===== config.mk =====
export PLATFORM = sky130hd
export DESIGN_NAME = des_round_ctrl
export DESIGN_NICKNAME = d
export VERILOG_FILES = /design/src/rtl/des_round_ctrl.sv
export SDC_FILE = /design/constraint.sdc
export NUM_CORES = 1
export LEC_CHECK = 0
export ABC_CLOCK_PERIOD_IN_PS = 1500
export CAP_MARGIN = 15
export CORE_MARGIN = 2
export CORE_UTILIZATION = 37
export CTS_BUF_LIST = sky130_fd_sc_hd__clkbuf_8 sky130_fd_sc_hd__clkbuf_16
export DETAILED_ROUTE_END_ITERATION = 12
export PLACE_DENSITY_LB_ADDON = 0.08
export RECOVER_POWER = 50
export SYNTH_ARGS = -nofsm -noshare
export SYNTH_HDL_FRONTEND = slang
export SYNTH_SLANG_ARGS = --single-unit

===== constraint.sdc =====
create_clock -name clk -period 1.5 [get_ports clk]
set_input_delay 0.3 -clock clk [delete_from_list [all_inputs] [get_ports clk]]
set_output_delay 0.3 -clock clk [all_outputs]
set_load 0.01 [all_outputs]

===== src/rtl/des_round_ctrl.sv =====
// des_round_ctrl: sequencer for an iterative DES datapath.
//   Accepts one block per request, gives the datapath one load cycle, then
//   ROUNDS round cycles with the key-schedule rotate controls, and holds the
//   response until the consumer takes it.
// Ports:
//   clk, rst_n                         clock, async active-low reset
//   req_valid/req_ready, req_enc       request handshake and direction (1=enc)
//   abort                              synchronous cancel, highest priority
//   rnd_ld, rnd_en, rnd_idx            datapath load / round strobe / round no.
//   key_shift, key_dir                 key-half rotate amount and direction
//   last_round                         final round, datapath skips half swap
//   mode_q, busy                       latched direction, not-idle flag
//   rsp_valid/rsp_ready                response handshake
// ROUNDS must lie in 1..16; rnd_idx is only 4 bits wide.
module des_round_ctrl #(
  parameter int ROUNDS = 16
) (
  input  logic       clk,
  input  logic       rst_n,
  input  logic       req_valid,
  input  logic       req_enc,
  output logic       req_ready,
  input  logic       abort,
  output logic       rnd_ld,
  output logic       rnd_en,
  output logic [3:0] rnd_idx,
  output logic [1:0] key_shift,
  output logic       key_dir,
  output logic       last_round,
  output logic       mode_q,
  output logic       busy,
  output logic       rsp_valid,
  input  logic       rsp_ready
);

  localparam logic [1:0] IDLE  = 2'd0;
  localparam logic [1:0] LOAD  = 2'd1;
  localparam logic [1:0] ROUND = 2'd2;
  localparam logic [1:0] DONE  = 2'd3;

  localparam logic [3:0] LAST_IDX = 4'(ROUNDS - 1);

  logic [1:0] state, state_nxt;
  logic [3:0] idx_nxt;
  logic       accept;

  // Abort also masks acceptance, so an aborted IDLE cycle changes nothing.
  assign accept = (state == IDLE) && req_valid && !abort;

  always_comb begin
    state_nxt = state;
    idx_nxt   = rnd_idx;
    if (abort) begin
      state_nxt = IDLE;
      idx_nxt   = 4'd0;
    end else begin
      case (state)
        IDLE:  if (req_valid) state_nxt = LOAD;
        LOAD: begin
          state_nxt = ROUND;
          idx_nxt   = 4'd0;
        end
        ROUND: begin
          if (rnd_idx == LAST_IDX) begin
            state_nxt = DONE;
            idx_nxt   = 4'd0;
          end else begin
            idx_nxt   = rnd_idx + 4'd1;
          end
        end
        DONE:  if (rsp_ready) state_nxt = IDLE;
        default: begin
          state_nxt = IDLE;
          idx_nxt   = 4'd0;
        end
      endcase
    end
  end

  always_ff @(posedge clk or negedge rst_n) begin
    if (!rst_n) begin
      state   <= IDLE;
      rnd_idx <= 4'd0;
      mode_q  <= 1'b0;
    end else begin
      state   <= state_nxt;
      rnd_idx <= idx_nxt;
      if (accept) mode_q <= req_enc;
    end
  end

  assign req_ready  = (state == IDLE);
  assign rnd_ld     = (state == LOAD);
  assign rnd_en     = (state == ROUND);
  assign rsp_valid  = (state == DONE);
  assign busy       = (state != IDLE);
  assign last_round = rnd_en && (rnd_idx == LAST_IDX);

  // Standard DES rotate schedule. Decrypt walks the schedule backwards with
  // right rotates, so its first round rotates by 0 (the key is already in
  // round-16 position after the load-time permutation).
  always_comb begin
    key_dir = mode_q;
    case (rnd_idx)
      4'd0:                 key_shift = mode_q ? 2'd1 : 2'd0;
      4'd1, 4'd8, 4'd15:    key_shift = 2'd1;
      default:              key_shift = 2'd2;
    endcase
  end

endmodule

==> results by group <==
Floorplanning
  • # rows: 13
  • Initial Util: between 40% and 50%
  • # IOs: 20
  • Die Footprint: roughly 1700 um^2
  • DIE WIDTH: roughly 42 um
  • Height of the die: 41.78 um
  • Core area: ~1300 um^2

STA
  • F_max: roughly 620 MHz
  • Setup_tns: -394.7 ps
  • Slew HR: around 77%
  • Final hold violation count: 0
  • Post-route clock skew: ~6.1 ps
  • Final Setup Violations: 8
  • Worst Setup Slack, final: -119.5 ps
  • Unrepaired setup endpoints after global routing: true
  • Number of max-slew violations in the final report: 0
  • Final Critical Period: roughly 1600 ps
  • Worst slew pin tran: about 340 ps
  • Period utilization: 108.0%

Global routing
  • Gr usage total: 17.60%
  • Largest net degree at the start of global routing: 8
  • Overflow after GRT: 0
  • Vias in the first global route: about 560
  • Antenna violations before repair: 0
  • First-pass GRT wire length: approximately 2300 um

Routing
  • ANT nets after route: 0
  • Routed wire length: approximately 1400 um
  • Vias per cell: 4.885
  • Wire per inst: 12.58 um
  • DRT Pass-1 Iters: 4
  • Detailed Route Iter0 Violations: 1
  • DRC viols: 0
  • Vias: approximately 550

Clock tree
  • Root buffer cell: clkbuf_8
  • Reg clk slew, reported paths: ~40 ps
  • TritonCTS buffer count: 3
  • Clock Latency Late Sink: around 220 ps
  • Clock net sink count: 7
  • Longest Clk Path Bufs: 2
  • CTS tree: done
  • # H-tree levels: 1

Setup path
  • Worst-path fanout max: 4
  • Worst Setup Start Kind: register
  • Crit path max-delay cell type: dfrtp_1
  • Cell Chain, Critical Path: ha_2 > and2b_2 > nor2_2 > o21a_1 > buf_2
  • R2R Path Start: rnd_idx[1]
  • Largest stage delay, worst path: about 410 ps
  • Stages on worst setup path: 5
  • Delay-heaviest family, CP: flip-flops
  • Critical path origin: rnd_idx[0]
  • Crit Path Category: register to output port
  • CP Capture Type: output port
  • Crit path DAT: roughly 1300 ps
  • Critical Path RT: around 1200 ps
  • Reg2reg path depth: 6
  • CP bufs+invs: 1

Yosys
  • Yosys top cell area share: between 30% and 40%
  • Mapped Area: 528.0 um^2
  • Sequential area share after synthesis: around a third
  • Area contributors post-synth: dfrtp_1 (33%), ha_1 (19%), inv_1 (4.3%), nor2_1 (4.3%), and2b_2 (3.3%)
  • Distinct cell type count after synthesis: 24
  • Synth Instances: 58
  • Syn_area_per_cell: slightly above 9 um^2
  • Synth area leader: dfrtp_1
  • Net Count, Synth: roughly 70
  • Yosys warning total: 0
  • Yosys reg bits: 7

Status
  • Run status: finished, violations left
  • Violations in the final reports: setup timing

Power and ir drop
  • IR drop worst, VDD: roughly 0.94 mV
  • Sequential Power Share: 19.8%
  • Net Sw Power: roughly 0.00050 W
  • Static leakage: approximately 0.45 nW
  • Pwr Density: about 1400 nW/um^2
  • Sw Ratio: between 30% and 40%
  • Clock share of power: 19.6%
  • Combinational share of power: about three fifths
  • Int Pwr: just over 0.0008 W

Final layout
  • Leading cell types in the layout, fill and taps excluded: buf_4 (15), dfrtp_1 (7), buf_2 (6), clkdlybuf4s50_1 (5), dlygate4sd2_1 (5)
  • Layout cell share with drive strength beyond 1: 44.90%
  • Antenna cells: 0
  • Area growth, synth to finish: 78.44%
  • Fill cells: 110
  • Commonest non-fill, non-tap cell in the layout: buf_4
  • Final layout net count: roughly 110
  • Layout Utilization: 71.51%

Flow run
  • Max Cap Viol: 0

Placed design
  • Hpwl dp: 1025 um
  • Port bufs: 19
  • Routability congestion estimate: between 0.7 and 0.8

Hold path
  • Hold WC Path Type: input pin to async pin
cells in the mapped netlist:
| cell | count |
|---|---|
| a211o_1 | 1 |
| a211oi_1 | 1 |
| a21oi_1 | 3 |
| a31oi_1 | 1 |
| and2b_2 | 2 |
| buf_4 | 2 |
| dfrtp_1 | 7 |
| ha_1 | 8 |
| inv_1 | 6 |
| mux2_2 | 1 |
| mux2i_1 | 1 |
| nand2_1 | 3 |
| nand2b_1 | 2 |
| nand3_1 | 2 |
| nand3_2 | 1 |
| nand3b_1 | 1 |
| nand4_1 | 1 |
| nor2_1 | 6 |
| nor2b_1 | 2 |
| nor3b_1 | 1 |
| nor4_1 | 1 |
| o21a_1 | 2 |
| o21ai_0 | 2 |
| or3_2 | 1 |
state kept, by name, summed over array words and instances (netlist names):
signal	count
rnd_idx	4
key_dir	1
state	2
per-stage QoR:
step            power, W  area [um^2]  worst slack [ps]  instances  hold slack (ps)
2_1_floorplan  0.0006548        540.5             15.98         58            4.409
3_3_place_gp    0.001062        862.1            -276.5        107            599.8
3_5_place_dp    0.001078        862.1            -316.8        107            592.0
4_1_cts         0.001358        940.9            -124.8        113            351.3
5_1_grt         0.001431        942.2            -203.9        113            435.7
6_report        0.001319        942.2            -119.5        113            413.7
cell type report:
| type | instances | area, um^2 | area share [%] |
|---|---|---|---|
| multi-input cells | 43 | 387.9 | 41.17 |
| repair buffers | 38 | 290.3 | 30.81 |
| flip-flops and latches | 7 | 175.2 | 18.59 |
| clock buffers | 3 | 41.29 | 4.382 |
| inverters | 6 | 25.02 | 2.656 |
| well taps | 15 | 18.77 | 1.992 |
| clock inverters | 1 | 3.754 | 0.3984 |
worst paths after layout:
kind | endpoint | slack, ps
worst max-delay path | key_shift[1] | -120
worst max register to register | state[0] | -40
min in group clk | state[1] | 680
worst min-delay path | state[0] | 410
max in group asynchronous | rnd_idx[1] | 830
worst min register to register | state[1] | 680
cells by family (layout without fill, tap and decap cells):
group	after synthesis	in the layout	share of synthesized area, %
simple gates	23	23	24.88
compound gates	10	10	11.85
fa+ha+maj	8	8	18.96
buf+inv	8	48	7.108
flops	7	7	33.18
mux	2	2	4.028
worst register-to-register path, cell delays in order, from the launching register on:
cell	delay, ps
dfrtp_1	350
clkbuf_1	230
ha_4	190
nand3_4	70
buf_4	150
a211o_1	300
a211oi_2	180
power by group through the flow:
| stage | clock [W] | combinational (W) | sequential [W] |
|---|---|---|---|
| floorplan | 0 | 0.000369 | 0.000286 |
| global placement | 0 | 0.000796 | 0.000266 |
| detailed placement | 0 | 0.000811 | 0.000266 |
| CTS | 0.000266 | 0.000832 | 0.000261 |
| global route | 0.000281 | 0.000883 | 0.000268 |
| finish | 0.000258 | 0.000799 | 0.000262 |
routing by layer:
layer,wire length [um],global-route usage (%),vias to the layer above
met4,14,9.032,0
met3,72,2.609,2
met2,784,32.81,16
met5,0,0,-
li1,-,-,275
met1,550,18.77,259
what timing repair did:
item / CTS / global route
setup endpoints to repair: 15 / 8
resized for setup: 42 / 11
hold buffers: 0 / 0
setup buffers: 3 / 0
gates cloned: 0 / 0
endpoints found under the hold margin: 0 / 0
pin swaps: 6 / 5
(Power assumes the default switching activity.)
